$ cat config.mk
export PLATFORM = sky130hd
export DESIGN_NAME = prio_enc_arb
export DESIGN_NICKNAME = d
export VERILOG_FILES = /design/src/rtl/prio_pkg.sv /design/src/rtl/prio_sel.sv /design/src/rtl/prio_enc_arb.sv
export SDC_FILE = /design/constraint.sdc
export NUM_CORES = 1
export LEC_CHECK = 0
export CAP_MARGIN = 40
export CORE_AREA = 8 8 45 47
export DETAILED_ROUTE_END_ITERATION = 10
export DIE_AREA = 0 0 53 55
export HOLD_SLACK_MARGIN = 0.1
export PLACE_DENSITY_LB_ADDON = 0.2
export SLEW_MARGIN = 20
export SYNTH_ARGS = -nofsm -noshare
export SYNTH_HDL_FRONTEND = slang
export SYNTH_SLANG_ARGS = --single-unit
$ cat constraint.sdc
create_clock -name clk -period 2.56 [get_ports clk]
set_input_delay 0.64 -clock clk [delete_from_list [all_inputs] [get_ports clk]]
set_output_delay 0.64 -clock clk [all_outputs]
set_load 0.05 [all_outputs]
$ cat src/rtl/prio_pkg.sv
// ----------------------------------------------------------------------------
// prio_pkg
//   Shared constants and helpers for the priority-encoder family.
//
//   PRIO_N_MAX    largest supported request-vector width
//   prio_idx_w()  index width for an n-input encoder: ceil(log2(n)), min 1
// ----------------------------------------------------------------------------
package prio_pkg;

  localparam int PRIO_N_MAX = 64;

  function automatic int prio_idx_w(input int n);
    int w;
    w = 0;
    while ((1 << w) < n) begin
      w = w + 1;
    end
    if (w < 1) begin
      w = 1;
    end
    return w;
  endfunction

endpackage : prio_pkg

$ cat src/rtl/prio_sel.sv
// ----------------------------------------------------------------------------
// prio_sel
//   Combinational selector: picks one set bit of vec, searching downward from
//   ptr (inclusive) and wrapping from 0 to N-1. With ptr = N-1 the search is
//   plain fixed priority (highest index wins).
//
//   Implementation: rotate vec so that bit ptr lands at position N-1, find
//   the highest set bit of the rotated vector, then map that position back.
//
// Ports
//   vec  in   N      candidate bits
//   ptr  in   IDX_W  index searched first (must be < N)
//   idx  out  IDX_W  selected index (0 when any = 0)
//   any  out  1      vec has at least one bit set
// ----------------------------------------------------------------------------
module prio_sel
  import prio_pkg::*;
#(
  parameter int N     = 8,
  parameter int IDX_W = prio_idx_w(N)
) (
  input  logic [N-1:0]     vec,
  input  logic [IDX_W-1:0] ptr,
  output logic [IDX_W-1:0] idx,
  output logic             any
);

  logic [2*N-1:0] dbl;
  logic [N-1:0]   rot;
  int             sh;
  int             hit;
  int             src;
  logic           found;

  always_comb begin
    // Rotate right by (ptr+1) mod N: rot[j] = vec[(j + ptr + 1) mod N],
    // so rot[N-1] = vec[ptr] and descending rot order follows the search.
    sh = int'(ptr) + 1;
    if (sh >= N) begin
      sh = 0;
    end
    dbl = {vec, vec} >> sh;
    rot = dbl[N-1:0];

    hit   = 0;
    found = 1'b0;
    for (int j = 0; j < N; j++) begin
      if (rot[j]) begin
        hit   = j;
        found = 1'b1;
      end
    end

    src = hit + sh;
    if (src >= N) begin
      src = src - N;
    end

    idx = found ? IDX_W'(src) : '0;
    any = found;
  end

endmodule : prio_sel

$ cat src/rtl/prio_enc_arb.sv
// ----------------------------------------------------------------------------
// prio_enc_arb
//   Registered N-input priority encoder with sticky request capture and a
//   valid/ready output. Every request bit is held in 'pending' until its index
//   has been loaded into the output register, so a stalled consumer never
//   loses an event. Each captured request is encoded exactly once.
//
//   Build option:
//     PRIO_ENC_RR_EN  defined   -> round-robin selection
//                     undefined -> fixed priority, bit N-1 highest
//
// Ports
//   clk        in   1      clock, rising edge
//   rst_n      in   1      synchronous active-low reset
//   req        in   N      request pulses, captured every cycle
//   out_idx    out  IDX_W  index of the held request (registered)
//   out_valid  out  1      out_idx holds an un-consumed request
//   out_ready  in   1      consumer takes out_idx when out_valid && out_ready
//   pending    out  N      captured requests not yet loaded into the output
//   busy       out  1      |pending || out_valid, from registers only
// ----------------------------------------------------------------------------
module prio_enc_arb
  import prio_pkg::*;
#(
  parameter int N     = 8,
  parameter int IDX_W = prio_idx_w(N)
) (
  input  logic             clk,
  input  logic             rst_n,
  input  logic [N-1:0]     req,
  output logic [IDX_W-1:0] out_idx,
  output logic             out_valid,
  input  logic             out_ready,
  output logic [N-1:0]     pending,
  output logic             busy
);

  if (N < 2 || N > PRIO_N_MAX) begin : g_bad_n
    $error("prio_enc_arb: N out of supported range");
  end

  logic [N-1:0]     pending_q, pending_d;
  logic [IDX_W-1:0] idx_q, idx_d;
  logic             valid_q, valid_d;

  logic [N-1:0]     cand;
  logic             load;
  logic [IDX_W-1:0] sel_idx;
  logic             sel_any;
  logic [IDX_W-1:0] ptr_cur;
  logic [N-1:0]     sel_mask;

  assign cand = pending_q | req;
  // The output register may be (re)loaded when empty or being consumed now.
  assign load = !valid_q || out_ready;

`ifdef PRIO_ENC_RR_EN
  // ptr_q holds the index searched first. After a grant it moves to just
  // below the granted index, so the next search runs sel-1, sel-2, ... and
  // wraps, reaching sel itself last. Reset value N-1 makes the first grant
  // identical to fixed priority.
  logic [IDX_W-1:0] ptr_q, ptr_d;

  always_comb begin
    ptr_d = ptr_q;
    if (load && sel_any) begin
      if (sel_idx == '0) begin
        ptr_d = IDX_W'(N - 1);
      end else begin
        ptr_d = sel_idx - 1'b1;
      end
    end
  end

  always_ff @(posedge clk) begin
    if (!rst_n) begin
      ptr_q <= IDX_W'(N - 1);
    end else begin
      ptr_q <= ptr_d;
    end
  end

  assign ptr_cur = ptr_q;
`else
  assign ptr_cur = IDX_W'(N - 1);
`endif

  prio_sel #(
    .N     (N),
    .IDX_W (IDX_W)
  ) u_sel (
    .vec (cand),
    .ptr (ptr_cur),
    .idx (sel_idx),
    .any (sel_any)
  );

  assign sel_mask = {{(N-1){1'b0}}, 1'b1} << sel_idx;

  always_comb begin
    pending_d = pending_q;
    idx_d     = idx_q;
    valid_d   = valid_q;
    if (load) begin
      if (sel_any) begin
        idx_d     = sel_idx;
        valid_d   = 1'b1;
        pending_d = cand & ~sel_mask;
      end else begin
        // Nothing to encode: out_idx keeps its last value.
        valid_d   = 1'b0;
        pending_d = '0;
      end
    end else begin
      // Stalled: output holds, new requests (including a re-request of the
      // held index) accumulate in pending.
      pending_d = cand;
    end
  end

  always_ff @(posedge clk) begin
    if (!rst_n) begin
      pending_q <= '0;
      idx_q     <= '0;
      valid_q   <= 1'b0;
    end else begin
      pending_q <= pending_d;
      idx_q     <= idx_d;
      valid_q   <= valid_d;
    end
  end

  assign out_idx   = idx_q;
  assign out_valid = valid_q;
  assign pending   = pending_q;
  assign busy      = (|pending_q) || valid_q;

endmodule : prio_enc_arb

==> results of run 1 <==
-- path summary, 6_finish.rpt --
check	startpoint	endpoint	slack, ns	cells past startpoint
setup reg to reg	pending[2]$_SDFF_PN0_	pending[5]$_SDFF_PN0_	1.00	4
setup / recovery	pending[4]$_SDFF_PN0_	pending[4]	0.38	1
hold / removal	out_idx[2]$_SDFFE_PN0P_	out_idx[2]$_SDFFE_PN0P_	0.49	2
hold reg to reg	out_idx[2]$_SDFFE_PN0P_	out_idx[2]$_SDFFE_PN0P_	0.49	2
-- registers in the layout, indices dropped and copies added, names as in the netlist --
name and cells:
pending 8, out_idx 3, out_valid 1
-- cells by family (layout without fill, tap and decap cells) --
family / after synthesis / in the layout / share of synthesized area
and+or+nand+nor: 26 / 26 / 0.259
DFF: 12 / 12 / 0.465
buffers and inverters: 1 / 29 / 0.00726
AOI/OAI and AO/OA: 21 / 21 / 0.269
-- metrics by stage --
stage                     worst slack (ns)  hold slack [ns]  utilization  std cells
final                                0.384            0.487        0.588        104
after floorplan                      0.676            0.706            -         60
after global placement               0.312            0.462        0.560        100
after global routing                 0.336            0.517        0.588        104
after CTS                           0.0401            0.496        0.586        104
after detailed placement             0.261            0.483        0.560        100
-- cells in the mapped netlist (all sizes together) --
library cell / count
dfxtp: 12
nor2: 9
o21ai: 7
nor4: 5
a21oi: 4
a31oi: 3
a211oi: 2
nand2: 2
nand2b: 2
nor3: 2
a22oi: 1
a31o: 1
a41o: 1
and2: 1
and2b: 1
and3: 1
inv: 1
nand3: 1
o211a: 1
o311ai: 1
or2: 1
or4: 1
-- layer usage --
| metal | share of wire | wire, µm | global-route usage |
|---|---|---|---|
| met1 | 0.44 | 699 | 0.137 |
| met2 | 0.45 | 724 | 0.184 |
| met3 | 0.10 | 160 | 0.0561 |
| met4 | 0.011 | 18 | 0.0388 |
| met5 | 0 | 0 | 0 |
-- cells in the final DEF (no fill, tap or decap), types with 2 or more instances in the layout --
cell type and n:
clkbuf_4 3, nor4_1 5, dfxtp_1 12, a21oi_1 4, nand2_1 2, nor2_1 9
o21ai_0 6, nor3_1 2, nand2b_1 2, clkdlybuf4s50_1 22, a31oi_1 3
-- layout make-up --
class | count | area, µm² | area share
inverter | 1 | 3.75 | 0.00462
sequential | 12 | 240 | 0.295
tap | 16 | 20.0 | 0.0246
timing repair buffer | 24 | 240 | 0.295
clock buffer | 4 | 36.3 | 0.0446
multi-input combinational | 47 | 273 | 0.335
-- power by group --
part	leakage (nW)	switching [mW]	total, mW	internal, mW
clock	0.0210	0.0715	0.158	0.0867
combinational	0.201	0.0856	0.140	0.0539
sequential	0.100	0.0126	0.213	0.200
==> key figures, run 1 <==
CTS
  – # hold bufs at CTS: 0
  – Total CTS buffers: 3
  – Post-CTS Setup Bufs: 0
  – Cells resized by post-CTS repair: 0
  – Clock transition at path regs: 0.09 ns
  – Clock root cell: clkbuf_4
  – Clk buf depth: 2
  – Worst-skew pair later-pin latency: 0.29 ns
  – CTS tree: yes
  – Sink Count: 12
  – H-tree Lvls: 1

Timing
  – Final Skew: roughly 0.012 ns
  – Final setup viols: 0
  – Final count of hold timing violations: 0
  – Final Slew Violations: 0
  – Setup tns final: 0 ns
  – Unrepaired setup endpoints after global routing: false
  – Fmax: 0.460 GHz
  – Worst slew pin tran: 0.613 ns
  – Min cycle time layout: ~2.2 ns
  – Slew HR: 0.587
  – Fin crit share: 0.850

Logic synthesis
  – Synthesized net count: 71
  – Post-Syn Instances: 60
  – Count of cell types in the netlist: 24
  – Synth Area per Inst: 8.61 µm²
  – Yosys reg bits: 12
  – Area share of the largest cell type after synthesis: 0.465
  – Synth top area cells: dfxtp_1, nor2_1, nor4_1
  – Sequential share of the synthesized area: 0.465
  – Mapped Area: approximately 520 µm²
  – Synthesis Warnings: 0
  – Cell taking the most area after synthesis: dfxtp_1

Floorplanning
  – FP Rows: 14
  – Core Region: between 1000 and 1500 µm²
  – Die Wd: 53 µm
  – Die ar.: between 2000 and 3000 µm²
  – Die height: 55 µm
  – Initial Util: 0.373
  – # IOs: 24

Placed design
  – Final GP Congestion: roughly 0.86
  – Detail Placement HPWL: between 1000 and 1500 µm
  – Post-Place Cell Area: 774 µm²
  – IO Port Bufs: 23

Power and ir drop
  – Leak: approximately 0.32 nW
  – Tot Pwr: between 0.5 and 0.6 mW
  – VDD IR max: roughly 0.38 mV
  – Cell Pwr Density: 628 nW/µm²

Run
  – Max-Cap Viols: 0

Critical path
  – Setup crit start kind: flop
  – Critical path class: flop to output port
  – Max stage delay on crit path: roughly 0.83 ns
  – Critical Path RT: ~1.9 ns
  – Crit. End Element: output port
  – Crit path max fanout: 6
  – Bufs and invs on worst path: 1
  – CP top delay family: buffers and inverters
  – Critical path cell sequence: clkdlybuf4s50_1
  – Max stage delay cell, worst path: clkdlybuf4s50_1
  – Worst EP arrival: about 1.5 ns

Finish
  – Final nets: 100
  – Syn-to-layout area delta: 57.4%
  – Ant diodes: 0
  – Filler cells: about 150
  – Fraction of layout cells with a size suffix above 1: 0.0909
  – Final Cell Area: between 800 and 900 µm²

Global routing
  – First-pass GRT wire length: roughly 2500 µm
  – Vias in the first global route: about 550
  – Pin count of the biggest net entering global routing: 8
  – Grt total ovfl: 0
  – Initial antenna violation count: 0
  – Global Route Usage Sum: 0.117

Route
  – Drt total wl: about 1600 µm
  – DR WL/cell: 15.4 µm
  – Final ANT Viol Nets: 0
  – Vias: 576
  – First-pass iteration count of the detailed router: 4
  – DR vias/cell: about 5.5
  – Post-route DRC: 0
  – 1st-iter DRT viols: 20

Worst hold path
  – Hold Path Class: flop to flop

Outcome
  – Run status: completed
No activity file was read; power rests on OpenSTA's default activity.
==> run 2, diff against run 1 <==
--- a/config.mk
+++ b/config.mk
@@ -6,9 +6,9 @@
 export NUM_CORES = 1
 export LEC_CHECK = 0
 export CAP_MARGIN = 40
-export CORE_AREA = 8 8 45 47
+export CORE_MARGIN = 8
+export CORE_UTILIZATION = 38
 export DETAILED_ROUTE_END_ITERATION = 10
-export DIE_AREA = 0 0 53 55
 export HOLD_SLACK_MARGIN = 0.1
 export PLACE_DENSITY_LB_ADDON = 0.2
 export SLEW_MARGIN = 20
==> constraint.sdc (replaced) <==
create_clock -name clk -period 2.2 [get_ports clk]
set_input_delay 0.55 -clock clk [delete_from_list [all_inputs] [get_ports clk]]
set_output_delay 0.55 -clock clk [all_outputs]
set_load 0.05 [all_outputs]
==> run 2 against run 1 <==
  * Count of clock-buffer cells in the layout is the same
  * Utilization grew 5.2 points
  * Design area grew 1.1%
  * Clock skew shrank 0.0055 ns
  * Die area shrank 4.1%
  * Sequential cell count is the same
  * First-iteration DRC count shrank 40%
  * Setup slack lost 0.25 ns
  * Total power grew 15%
==> key figures, run 2 (synthesis results as in run 1) <==
Placed design
  – IO Port Bufs: 23 (unchanged)
  – DP Cell Count: 101 (+1.0%)
  – Detail Placement HPWL: 1190 µm (-7.4%)
  – Post-Place Cell Area: 786 µm² (+1.5%)
  – Final GP Congestion: 0.844 (-1.7%)

CTS
  – # hold bufs at CTS: 0 (unchanged)
  – H-tree Lvls: 1 (unchanged)
  – Clock transition at path regs: 0.08 ns (about the same)
  – Post-CTS Setup Bufs: 0 (unchanged)
  – Cells resized by post-CTS repair: 0 (unchanged)
  – CTS tree: yes
  – Worst-skew pair later-pin latency: 0.28 ns (about the same)
  – Clk buf depth: 2 (unchanged)
  – Clock root cell: clkbuf_4
  – Sink Count: 12 (unchanged)
  – Total CTS buffers: 3 (unchanged)

Critical path
  – Worst EP arrival: 1.51 ns (-0.03 ns)
  – Max stage delay on crit path: 0.84 ns (about the same)
  – Max stage delay cell, worst path: clkdlybuf4s50_1
  – CP top delay family: buffers and inverters
  – Critical Path RT: 1.65 ns (-0.27 ns)
  – Bufs and invs on worst path: 1 (unchanged)
  – Crit. End Element: output port
  – Setup crit start kind: flop
  – Critical path cell sequence: clkdlybuf4s50_1
  – Crit path max fanout: 5 (-1)
  – Critical path class: flop to output port

Finish
  – Ant diodes: 0 (unchanged)
  – Final Cell Area: 822 µm² (+1.1%)
  – Non-Filler Instances: 105 (+0.96%)
  – Syn-to-layout area delta: 59.1%
  – Commonest non-fill, non-tap cell in the layout: clkdlybuf4s50_1
  – Fraction of layout cells with a size suffix above 1: 0.122 (+0.0313)
  – Largest register FFs: 8 (unchanged)
  – Final nets: 102 (+2.0%)
  – Commonest non-fill, non-tap cells in the layout: clkdlybuf4s50_1, dfxtp_1, nor2_1

Run
  – Max-Cap Viols: 0 (unchanged)

Power and ir drop
  – Leak: 0.332 nW (+3.1%)
  – Pint: 0.399 mW (+17%)
  – Flop pwr share: 0.421 (+0.004)
  – Switching Fraction: 0.321 (-0.0116)
  – VDD IR max: 0.469 mV (+22%)
  – Clock network power share: 0.300 (-0.010)
  – Cell Pwr Density: 714 nW/µm² (+14%)
  – Comb pwr share: 0.279 (+0.006)
  – Psw: 0.188 mW (+11%)

Timing
  – Final Slew Violations: 0 (unchanged)
  – Min cycle time layout: 2.06 ns
  – Worst slew pin tran: 0.513 ns (-0.101 ns)
  – Final count of hold timing violations: 0 (unchanged)
  – Fmax: just under 0.5 GHz
  – Hold_ws: 0.473 ns (-0.0139 ns)
  – Final Skew: 0.00697 ns (-0.00553 ns)
  – Slew HR: 0.657 (+0.0699)
  – Unrepaired setup endpoints after global routing: false
  – Final setup viols: 0 (unchanged)
  – Fin crit share: 0.937

Route
  – First-pass iteration count of the detailed router: 4 (unchanged)
  – Final ANT Viol Nets: 0 (unchanged)
  – 1st-iter DRT viols: 12 (-40%)
  – Drt total wl: 1460 µm (-8.7%)
  – Vias: 587 (+1.9%)
  – DR vias/cell: 5.59 (+0.94%)
  – Post-route DRC: 0 (unchanged)
  – DR WL/cell: 13.9 µm (-9.6%)

Floorplanning
  – Die height: 52.9 µm (-3.9%)
  – FP Rows: 13 (-1)
  – # IOs: 24 (unchanged)
  – Die ar.: 2800 µm² (-4.1%)
  – Core Region: 1280 µm² (-7.1%)
  – Initial Util: 0.402 (+0.0287)
  – Die Wd: 52.9 µm (-0.24%)

Worst hold path
  – Hold Path Class: flop to flop

Global routing
  – Vias in the first global route: 559 (+1.1%)
  – First-pass GRT wire length: 2380 µm (-4.7%)
  – Global Route Usage Sum: 0.113 (-0.00378)
  – Initial antenna violation count: 0 (unchanged)
  – Grt total ovfl: 0 (unchanged)
  – Pin count of the biggest net entering global routing: 8 (unchanged)

Outcome
  – Run status: completed
run 2: cell types whose count changed in the layout (fill, tap and decap cells not counted):
cell,previous run,this run
buf_4,1,4
dlymetal6s2s_1,1,0
run 2: through the flow:
stage / setup WS (ns) / utilization / TNS (ns) / power, mW
after detailed placement: 0.0273 / 0.611 / 0 / 0.416
after floorplan: 0.406 / - / 0 / 0.347
after CTS: 0.130 / 0.640 / 0 / 0.591
after global routing: 0.0677 / 0.640 / 0 / 0.614
after global placement: -0.0150 / 0.611 / -0.0150 / 0.416
final: 0.138 / 0.640 / 0 / 0.587
run 2: area by class of cell:
class / instances / area, µm²
repair buffers: 26 / 250
multi-input cells: 47 / 273
well taps: 15 / 18.8
flip-flops and latches: 12 / 240
inverters: 1 / 3.75
clock buffers: 4 / 36.3
fillers: 108 / 463
run 2: path summary, 6_finish.rpt:
path | slack (ns) | to | startpoint | depth (start not counted)
setup / recovery | 0.14 | pending[2] | pending[2]$_SDFF_PN0_ | 1
hold / removal | 0.47 | out_idx[2]$_SDFFE_PN0P_ | out_idx[2]$_SDFFE_PN0P_ | 2
setup reg to reg | 0.72 | pending[5]$_SDFF_PN0_ | pending[4]$_SDFF_PN0_ | 4
hold reg to reg | 0.47 | out_idx[2]$_SDFFE_PN0P_ | out_idx[2]$_SDFFE_PN0P_ | 2
run 2: power groups by stage:
stage	Combinational (mW)	Clock, mW	Sequential [mW]
finish	0.164	0.176	0.247
global route	0.173	0.191	0.250
CTS	0.165	0.179	0.247
detailed placement	0.164	0	0.252
global placement	0.164	0	0.252
floorplan	0.0415	0	0.305
run 2: routing by layer:
layer	part of all wire	wire length, µm	global-route usage	vias up
met1	0.45	653	0.142	267
met5	0	0	0	-
li1	-	-	-	296
met2	0.46	672	0.164	20
met4	0.014	21	0.0517	0
met3	0.078	114	0.0448	4
